<file path="src/rtl/video_timing_gen_pkg.sv">
// ---------------------------------------------------------------------------
// video_timing_pkg
// Shared types for the raster timing generator.
//   VT_CW              default width of timing inputs, counters and coordinates
//   VT_CW_MAX          widest CW the shared structs can carry
//   axis_timing_t      raw per-axis timing (active, fp, sync, bp, total)
//   axis_bounds_t      per-axis region bounds, one bit wider than a timing field
//   vt_region_e        raster region of one axis
// ---------------------------------------------------------------------------
package video_timing_pkg;

  localparam int VT_CW     = 12;
  localparam int VT_CW_MAX = 16;

  // Fields are VT_CW_MAX wide so one struct type serves any CW <= VT_CW_MAX;
  // narrower timing values are zero-extended into it.
  typedef struct packed {
    logic [VT_CW_MAX-1:0] active;
    logic [VT_CW_MAX-1:0] fp;
    logic [VT_CW_MAX-1:0] sync;
    logic [VT_CW_MAX-1:0] bp;
    logic [VT_CW_MAX-1:0] total;
  } axis_timing_t;

  typedef struct packed {
    logic [VT_CW_MAX:0] act_end;     // first non-active count
    logic [VT_CW_MAX:0] sync_start;  // first sync count
    logic [VT_CW_MAX:0] sync_end;    // first count after sync
    logic [VT_CW_MAX:0] last;        // total - 1
  } axis_bounds_t;

  typedef enum logic [1:0] {
    ACTIVE,
    FRONT,
    SYNC,
    BACK
  } vt_region_e;

endpackage

</file>
<file path="src/rtl/video_timing_gen_timing_axis.sv">
// ---------------------------------------------------------------------------
// timing_axis
// One raster axis: shadowed region bounds, a position counter and the region
// decode of that counter.
//   clk, rst_n   clock, asynchronous active-low reset
//   load         capture bounds and consistency flag from 'timing'
//   run          count when high; counter forced to 0 when low
//   advance      step the counter this cycle
//   timing       live timing fields for this axis
//   cnt          current position, 0..total-1
//   region       decoded region of cnt
//   wrap         advance on the last position (counter returns to 0)
//   err          shadowed timing is inconsistent (reset value 1)
// ---------------------------------------------------------------------------
module timing_axis
  import video_timing_pkg::*;
#(
  parameter int CW        = VT_CW,
  parameter int MIN_TOTAL = 1
) (
  input  logic          clk,
  input  logic          rst_n,
  input  logic          load,
  input  logic          run,
  input  logic          advance,
  input  axis_timing_t  timing,
  output logic [CW-1:0] cnt,
  output vt_region_e    region,
  output logic          wrap,
  output logic          err
);

  localparam int BW = VT_CW_MAX + 1;  // bound width
  localparam int SW = VT_CW_MAX + 2;  // four-term sum never overflows here

  logic [SW-1:0] act_end_w;
  logic [SW-1:0] sync_start_w;
  logic [SW-1:0] sync_end_w;
  logic [SW-1:0] used_w;
  logic [SW-1:0] total_w;
  logic          err_next;
  axis_bounds_t  bnd;
  logic [BW-1:0] cnt_w;
  logic          at_last;

  always_comb begin
    act_end_w    = SW'(timing.active);
    sync_start_w = act_end_w + SW'(timing.fp);
    sync_end_w   = sync_start_w + SW'(timing.sync);
    used_w       = sync_end_w + SW'(timing.bp);
    total_w      = SW'(timing.total);
    err_next     = (used_w > total_w) || (total_w < SW'(MIN_TOTAL));
  end

  // Bounds are the shadow: they change only when load is high. When the
  // timing is consistent every bound fits in BW bits; when it is not, the
  // bounds are never used because err holds the counters at 0.
  always_ff @(posedge clk or negedge rst_n) begin
    if (!rst_n) begin
      bnd <= '0;
      err <= 1'b1;
    end else if (load) begin
      bnd.act_end    <= BW'(act_end_w);
      bnd.sync_start <= BW'(sync_start_w);
      bnd.sync_end   <= BW'(sync_end_w);
      bnd.last       <= BW'(total_w - SW'(1));
      err            <= err_next;
    end
  end

  assign cnt_w   = BW'(cnt);
  assign at_last = (cnt_w == bnd.last);
  assign wrap    = advance & at_last;

  always_ff @(posedge clk or negedge rst_n) begin
    if (!rst_n) begin
      cnt <= '0;
    end else if (!run) begin
      cnt <= '0;
    end else if (advance) begin
      cnt <= at_last ? '0 : cnt + 1'b1;
    end
  end

  // Zero-length fields collapse their region: equal bounds skip it entirely,
  // so a zero sync length never decodes SYNC. Excess total lands in BACK.
  always_comb begin
    if (cnt_w < bnd.act_end) begin
      region = ACTIVE;
    end else if (cnt_w < bnd.sync_start) begin
      region = FRONT;
    end else if (cnt_w < bnd.sync_end) begin
      region = SYNC;
    end else begin
      region = BACK;
    end
  end

endmodule

</file>
<file path="src/rtl/video_timing_gen.sv">
// ---------------------------------------------------------------------------
// video_timing_gen
// Programmable raster timing generator (pixel_clock domain).
//   pixel_clock, reset_n        clock, asynchronous active-low reset
//   enable                      run when high; counters 0, outputs idle when low
//   h_* / v_* timing            active, front porch, sync, back porch, total
//   h_sync_pol, v_sync_pol      1 = active-high sync pulse
//   h_sync, v_sync              syncs with polarity applied
//   data_enable, x, y           active flag and coordinates (0 outside active)
//   line_start, frame_start     one-cycle strobes at line / frame origin
//   config_error                shadowed timing inconsistent
// Counter-to-pin latency is 1 + DE_DELAY cycles (DE_DELAY in 0..3); every
// output passes through the same pipeline so they stay aligned.
// ---------------------------------------------------------------------------
module video_timing_gen
  import video_timing_pkg::*;
#(
  parameter int CW       = VT_CW,
  parameter int DE_DELAY = 0
) (
  input  logic          pixel_clock,
  input  logic          reset_n,
  input  logic          enable,
  input  logic [CW-1:0] h_active,
  input  logic [CW-1:0] h_front_porch,
  input  logic [CW-1:0] h_sync_length,
  input  logic [CW-1:0] h_back_porch,
  input  logic [CW-1:0] h_total,
  input  logic [CW-1:0] v_active,
  input  logic [CW-1:0] v_front_porch,
  input  logic [CW-1:0] v_sync_length,
  input  logic [CW-1:0] v_back_porch,
  input  logic [CW-1:0] v_total,
  input  logic          h_sync_pol,
  input  logic          v_sync_pol,
  output logic          h_sync,
  output logic          v_sync,
  output logic          data_enable,
  output logic [CW-1:0] x,
  output logic [CW-1:0] y,
  output logic          line_start,
  output logic          frame_start,
  output logic          config_error
);

  typedef struct packed {
    logic          de;
    logic          hs;   // sync pulse asserted, before polarity
    logic          vs;
    logic          ls;
    logic          fs;
    logic [CW-1:0] x;
    logic [CW-1:0] y;
  } out_stage_t;

  axis_timing_t  h_timing;
  axis_timing_t  v_timing;
  logic [CW-1:0] h_cnt;
  logic [CW-1:0] v_cnt;
  vt_region_e    h_region;
  vt_region_e    v_region;
  logic          h_wrap;
  logic          v_wrap;
  logic          h_err;
  logic          v_err;
  logic          run;
  logic          load;
  out_stage_t    stage0;
  out_stage_t    pipe [DE_DELAY+1];
  out_stage_t    last_stage;

  assign h_timing = '{active: VT_CW_MAX'(h_active), fp: VT_CW_MAX'(h_front_porch),
                      sync: VT_CW_MAX'(h_sync_length), bp: VT_CW_MAX'(h_back_porch),
                      total: VT_CW_MAX'(h_total)};
  assign v_timing = '{active: VT_CW_MAX'(v_active), fp: VT_CW_MAX'(v_front_porch),
                      sync: VT_CW_MAX'(v_sync_length), bp: VT_CW_MAX'(v_back_porch),
                      total: VT_CW_MAX'(v_total)};

  assign config_error = h_err | v_err;
  assign run          = enable & ~config_error;
  // v_wrap is exactly the last cycle of the frame. While idle or inconsistent
  // the shadow follows the inputs every cycle; after reset config_error is 1,
  // so the first edge after reset release loads the shadow.
  assign load         = ~enable | config_error | (run & v_wrap);

  timing_axis #(.CW(CW), .MIN_TOTAL(2)) u_h_axis (
    .clk     (pixel_clock),
    .rst_n   (reset_n),
    .load    (load),
    .run     (run),
    .advance (1'b1),
    .timing  (h_timing),
    .cnt     (h_cnt),
    .region  (h_region),
    .wrap    (h_wrap),
    .err     (h_err)
  );

  timing_axis #(.CW(CW), .MIN_TOTAL(1)) u_v_axis (
    .clk     (pixel_clock),
    .rst_n   (reset_n),
    .load    (load),
    .run     (run),
    .advance (h_wrap),
    .timing  (v_timing),
    .cnt     (v_cnt),
    .region  (v_region),
    .wrap    (v_wrap),
    .err     (v_err)
  );

  always_comb begin
    stage0 = '0;
    if (run) begin
      stage0.de = (h_region == ACTIVE) && (v_region == ACTIVE);
      stage0.hs = (h_region == SYNC);
      stage0.vs = (v_region == SYNC);
      stage0.ls = (h_cnt == '0);
      stage0.fs = (h_cnt == '0) && (v_cnt == '0);
      if ((h_region == ACTIVE) && (v_region == ACTIVE)) begin
        stage0.x = h_cnt;
        stage0.y = v_cnt;
      end
    end
  end

  always_ff @(posedge pixel_clock or negedge reset_n) begin
    if (!reset_n) begin
      for (int i = 0; i <= DE_DELAY; i++) begin
        pipe[i] <= '0;
      end
    end else begin
      pipe[0] <= stage0;
      for (int i = 1; i <= DE_DELAY; i++) begin
        pipe[i] <= pipe[i-1];
      end
    end
  end

  assign last_stage = pipe[DE_DELAY];

  // Polarity is applied after the registers so the reset level of each sync
  // follows the live polarity input (inactive = ~pol).
  assign h_sync      = last_stage.hs ~^ h_sync_pol;
  assign v_sync      = last_stage.vs ~^ v_sync_pol;
  assign data_enable = last_stage.de;
  assign x           = last_stage.x;
  assign y           = last_stage.y;
  assign line_start  = last_stage.ls;
  assign frame_start = last_stage.fs;

endmodule
</file>
<file path="config.mk">
export PLATFORM = sky130hd
export DESIGN_NAME = video_timing_gen
export DESIGN_NICKNAME = d
export VERILOG_FILES = /design/src/rtl/video_timing_gen_pkg.sv /design/src/rtl/video_timing_gen_timing_axis.sv /design/src/rtl/video_timing_gen.sv
export SDC_FILE = /design/constraint.sdc
export NUM_CORES = 1
export LEC_CHECK = 0
export BUFFER_PORTS_ARGS = -buffer_cell sky130_fd_sc_hd__buf_2
export CAP_MARGIN = 40
export CORE_ASPECT_RATIO = 1.75
export CORE_UTILIZATION = 45
export CTS_CLUSTER_SIZE = 20
export DETAILED_ROUTE_END_ITERATION = 8
export GPL_ROUTABILITY_DRIVEN = 1
export PLACE_DENSITY = 0.76
export SYNTH_ARGS = -nofsm -noshare
export SYNTH_HDL_FRONTEND = slang
export SYNTH_SLANG_ARGS = --single-unit
</file>
<file path="constraint.sdc">
create_clock -name pixel_clock -period 5.7 [get_ports pixel_clock]
set_clock_uncertainty 0.1 [all_clocks]
set_input_delay 0.285 -clock pixel_clock [delete_from_list [all_inputs] [get_ports pixel_clock]]
set_output_delay 0.285 -clock pixel_clock [all_outputs]
set_load 0.03 [all_outputs]
</file>
# [Yosys cells after proc, flatten, opt, wreduce, memory -nomap -nowiden]
# Cells that the tools add are included.
[op_classes] n_addsub=10 magnitude_cmp=10 eq_ne=5 n_bitwise=10 reduce_logical=8 muxes=13
[ops] operator="$add A18 B12 Y18" count=4
[ops] operator="$lt A12 B17 Y1" count=4
[ops] operator="$mux W12" count=5
[ops] operator="$gt A18 B12 Y1" count=2
[ops] operator="$eq A12 B17 Y1" count=2
[ops] operator="$mux W29" count=1
[ops] operator="$add A12 B12 Y13" count=2
[ops] operator="$sub A12 B1 Y13 const B" count=2
[ops] operator="$add A12 B1 Y12 const B" count=2
[ops] operator="$logic_not A12 Y1" count=2
[ops] operator="$lt A12 B12 Y1" count=2
[ops] operator="$mux W24" count=1
[ops] operator="$lt A12 B1 Y1 const B" count=1
[ops] operator="$lt A12 B2 Y1 const B" count=1
[ops] operator="$mux W2" count=4
[ops] operator="$eq A2 B2 Y1 const B" count=2
[ops] operator="$logic_not A2 Y1" count=2
[ops] operator="$and A1 B1 Y1" count=3
[ops] operator="$or A1 B1 Y1" count=3
[ops] operator="$logic_and A1 B1 Y1" count=2
[ops] operator="$logic_or A1 B1 Y1" count=2
[ops] operator="$mux W1" count=2
[ops] operator="$ne A2 B1 Y1 const B" count=1
[ops] operator="$not A1 Y1" count=2
[ops] operator="$xnor A1 B1 Y1" count=2
[totals] out_inout_bits=30 regBits=181

# [Longest topological paths before layout]
[logic_depth] word_depth=8 depth_mapped=26 depth_no_buf=26

# [Hierarchy]
# Synthesis repeated with hierarchy kept, for this count alone.
[hier_totals] hier_cells=1671 hier_area_um2=14975.6
[by_module_without_submodules] mod="timing_axis (u_v_axis)" seq_area_each_um2=2003.2 instances=1 area_per_inst_um2=6952.9 cells_each=798
[by_module_without_submodules] mod="timing_axis (u_h_axis)" seq_area_each_um2=2003.2 instances=1 area_per_inst_um2=6775.2 cells_each=775
[by_module_without_submodules] mod="video_timing_gen" seq_area_each_um2=725.7 instances=1 area_per_inst_um2=1247.4 cells_each=98

# [Least setup slack after synthesis]
# OpenSTA, ideal clock, no wires.
[synth_timing] path_type="input to register" start="input port v_active[0]" end="register u_v_axis.err" arrival_time_ps=4905 path_buffers=0 required_ps=5506 setup_time_ps=94 setup_slack_ps=601 path_stages=24 path_cell_list="ha_1 fa_1 a21oi_1 inv_1 a21oi_1 xnor2_1 ha_1 o21a_1 o31a_1 or4_1 a31o_2 xor2_1 ha_1 o21a_1 nor2_1 xnor2_1 ha_1 nand4_1 nor3_1 o41a_1 o21a_1 o32a_1 a2111oi_0 a21oi_1"
[synth_via] elab_chain_len=5
[synth_rtl] item="from (decl)" line_no="video_timing_gen.sv:29" text="input logic [CW-1:0] v_active,"
[synth_rtl] item="$add A12 B12 Y13" line_no="video_timing_gen_timing_axis.sv:48" text="sync_start_w = act_end_w + SW'(timing.fp);"
[synth_rtl] item="named net u_v_axis.sync_start_w[4]" line_no="video_timing_gen_timing_axis.sv:37" text="logic [SW-1:0] sync_start_w;"
[synth_rtl] item="$add A18 B12 Y18" line_no="video_timing_gen_timing_axis.sv:49" text="sync_end_w = sync_start_w + SW'(timing.sync);"
[synth_rtl] item="named net u_v_axis.sync_end_w[8]" line_no="video_timing_gen_timing_axis.sv:38" text="logic [SW-1:0] sync_end_w;"
[synth_rtl] item="$add A18 B12 Y18" line_no="video_timing_gen_timing_axis.sv:50" text="used_w = sync_end_w + SW'(timing.bp);"
[synth_rtl] item="$gt A18 B12 Y1" line_no="video_timing_gen_timing_axis.sv:52" text="err_next = (used_w > total_w) || (total_w < SW'(MIN_TOTAL));"
[synth_rtl] item="$logic_or A1 B1 Y1" line_no="video_timing_gen_timing_axis.sv:52"
[synth_rtl] item="to (signal assigned)" line_no="video_timing_gen_timing_axis.sv:67" text="err <= err_next;"
[synth_rtl] item="to (decl)" line_no="video_timing_gen_timing_axis.sv:30" text="output logic err"
# The timed path passes the listed nets, and every way through them passes these cells.
# A chain may end at the register's enable or synchronous reset.

# [Worst setup path after layout]
[layout_timing] start="input port h_active[0]" end="register u_h_axis.err"
[layout_via] elab_chain_len=5
[layout_rtl] item="from (decl)" line_no="video_timing_gen.sv:24" text="input logic [CW-1:0] h_active,"
[layout_rtl] item="$add A12 B12 Y13" line_no="video_timing_gen_timing_axis.sv:48"
[layout_rtl] item="named net u_h_axis.sync_start_w[4]" line_no="video_timing_gen_timing_axis.sv:37"
[layout_rtl] item="$add A18 B12 Y18" line_no="video_timing_gen_timing_axis.sv:49"
[layout_rtl] item="named net u_h_axis.sync_end_w[8]" line_no="video_timing_gen_timing_axis.sv:38"
[layout_rtl] item="$add A18 B12 Y18" line_no="video_timing_gen_timing_axis.sv:50"
[layout_rtl] item="$gt A18 B12 Y1" line_no="video_timing_gen_timing_axis.sv:52"
[layout_rtl] item="$logic_or A1 B1 Y1" line_no="video_timing_gen_timing_axis.sv:52"
[layout_rtl] item="to (signal assigned)" line_no="video_timing_gen_timing_axis.sv:67"
[layout_rtl] item="to (decl)" line_no="video_timing_gen_timing_axis.sv:30"
# The timed path passes the listed nets, and every way through them passes these cells.

==> reports/metrics.cfg <==
[yosys]
yosysTopAreaCell=dfrtp_1
yosysMostFrequentCell=ha_1
synth_common_cells=ha_1 (172), dfrtp_1 (157), nand2_1 (142)
synth_ff_type=dfrtp_1
synth-async-reset-ratio_pct=100.0
synth_edf_count=0
netlist_top_cells_area=dfrtp_1 (32%), ha_1 (18%), xnor2_1 (5.7%)
ys_ff_latch=159
netlist_instances=1362
synth_fp_nets=1665
synth_cell_type_count=64
syn-cell-area_sq_um=12110
ys_seq_area_share_pct=32.88
ys_warn_count=0
syn_area_per_cell_sq_um=8.890
synth_top_area_share_pct=32.45

[global_routing]
grt_max_degree=93
grt_overflow=0
grt_pass1_vias=10650
antenna_found_initial=0
grt_usage_pct=25.12
grt_pass1_wl_um=53100

[floorplan]
die_area_sq_um=27590
die_height_um=219.0
rows=79
core_area_sq_um=26490
ios=155
die_w_um=126.0
start_util_pct=45.71

[critical_path]
max_stage_delay_ns=0.53
crit_slowest_cell=dlygate4sd3_1
path_max_fanout=5
worst_ep_required_time_ns=5.91
critPathLaunchType=primary input
end_kind=flop
crit_buf_inv=2
r2r-start=u_h_axis.cnt[7]
cp_top_family=compound AO/OA/AOI/OAI gates
crit_type=in -> reg
path_cells=dlygate4sd3_1, buf_2, ha_1, fa_2, a21o_1, a211oi_1, nor2_1, ha_1, o21ai_0, a21oi_1, o211ai_1, a21boi_1, o21a_1, nor2_1, ha_1, and3_1, nand3_1, a31o_2, xnor2_1, ha_1, nand3_1, or4_1, o211ai_1, a41oi_1
arrival_ns=5.69
crit_path_frequent_cell=ha_1
r2r_setup_slack_ns=2.28
reg2reg_depth=9
r2r-end=u_h_axis.bnd[37]

[timing]
hold_violations=0
fin_ws_ns=0.2216
setup_viol=0
rsz0062_at_grt=no
tightest_slew_ns=0.8501
slew_violations=0
finalCritPeriodShare_pct=96.11
slew_headroom_pct=43.33
max_freq_mhz=182.5
fin_tns_setup_ns=0
min_period_ns=5.478

[placement]
place_area_sq_um=13080
place_inst=1795
dp_slack_ns=0.09961
place_congestion=0.9218
port_buffers=154
dpl.hpwl_um=26580

[cells_and_area]
nFillCells=2461
syn_to_final_growth_pct=14.16
final_nets=1806
diodes=0
final_cells=1839
final_layout_size_suffix_gt1_share_pct=15.05
design_area_sq_um=13820

[flow_run]
cap_violations=0

[worst_hold_path]
hold_end=u_h_axis.bnd[58]
whs_path_depth=3
hp-class=in -> reg
min-delay-start=h_active[7]

[clocking]
clockBufferDepth=2
clock_latency_ns=0.43
htree_levels=4
cts.sinks=159
numCtsBuffers=17
root_buffer=clkbuf_16
cts_tree=built
path_clk_slew_ns=0.06

[detailed_routing]
drt-vias-per-instance=5.597
initialDrtViolationCount=497
antenna_left=0
dr.pass1.iters=5
drc=0
wl_per_cell_um=18.41
vias=10290
drt-total-wl_um=33860

[status]
run_status=finished clean

[power_and_ir_drop]
p_leak_nw=7.108
power_mw=4.850
max-vdd-ir-drop_mv=0.2104
p_per_area_nw_per_um2=350.9

cell usage in the layout (no fill, tap or decap), drive strengths merged, types with 5 or more instances in the layout:
master and count:
inv 127, nand2 142, o31a 8, nor3 22, nand4 14, a21oi 57, ha 172, buf 171
o211ai 8, fa 6, a31oi 7, xor2 32, nand2b 13, nor4 17, nand3 19, clkbuf 21
xnor2 79, o21bai 5, dlygate4sd3 12, nor2 93, a21o 32, mux2 11, nor2b 12, o21a 25
a211oi 14, o21ai 132, o41ai 7, and3 35, dfrtp 157
worst max-delay path by stage:
stage | startpoint | to | slack, ns | depth (start not counted)
floorplan | v_active[0] | u_v_axis.err | 0.60 | 24
global placement | v_active[0] | u_v_axis.err | 0.18 | 25
detailed placement | v_active[0] | u_v_axis.err | 0.1 | 25
CTS | h_active[0] | u_h_axis.err | 0.05 | 27
global route | h_active[0] | u_h_axis.err | 0.001 | 28
finish | h_active[0] | u_h_axis.err | 0.22 | 24
layout make-up:
class                      count  area, sq um  share of cell area [%]
multi-input combinational   1016         7308                   52.87
timing repair buffer         183         1057                   7.649
inverter                     126        473.0                   3.422
clock buffer                  21        460.4                   3.331
clock inverter                10        136.4                  0.9867
sequential                   159         3981                   28.80
tap                          324        405.4                   2.933
flip-flops by register name, indices dropped and copies added (netlist names):
register and count:
data_enable 1, frame_start 1, last_stage 2, line_start 1, u_h_axis.bnd 52, u_h_axis.cnt 12
u_h_axis.err 1, u_v_axis.bnd 52, u_v_axis.cnt 12, u_v_axis.err 1, x 12, y 12
cells by family after synthesis:
kind of cell    count (synthesis)  synth area share [%]
buf+inv                       187                 6.996
xor+xnor                      111                 8.029
flops                         159                 32.88
fa+ha+maj                     178                 18.77
simple gates                  387                 14.95
compound gates                328                 17.24
mux                            12                 1.137
worst min-delay path, delay by kind of cell:
family / cells / cell delay [ns]
buffers and inverters: 1 / 0.10
AO/OA/AOI/OAI: 1 / 0.06
AND/OR/NAND/NOR: 1 / 0.05
where the power goes:
part	internal, mW	leakage, nW	switching (mW)
Combinational	0.955	4.84	1.28
Clock	0.709	0.285	0.470
Sequential	1.35	1.99	0.0929
stage by stage:
stage | utilization, % | hold WS [ns]
floorplan | - | -0.1106
finish | 52.18 | 0.009164
CTS | 52.07 | 0.001362
detailed placement | 49.36 | 0.02223
global route | 52.18 | 0.01428
global placement | 49.18 | 0.3570
repair_timing:
action | CTS | global route
hold endpoints to repair | 113 | 0
buffers inserted | 0 | 1
gates resized for setup | 0 | 6
setup endpoints to repair | 0 | 1
hold buffers | 12 | 0
metal layers:
| layer | GRT usage (%) | share of wire [%] |
|---|---|---|
| met1 | 23.46 | 35 |
| met4 | 16.18 | 6.0 |
| met3 | 2.950 | 2.8 |
| met5 | 0 | 0 |
| met2 | 50.46 | 56 |
(Power assumes the default switching activity.)
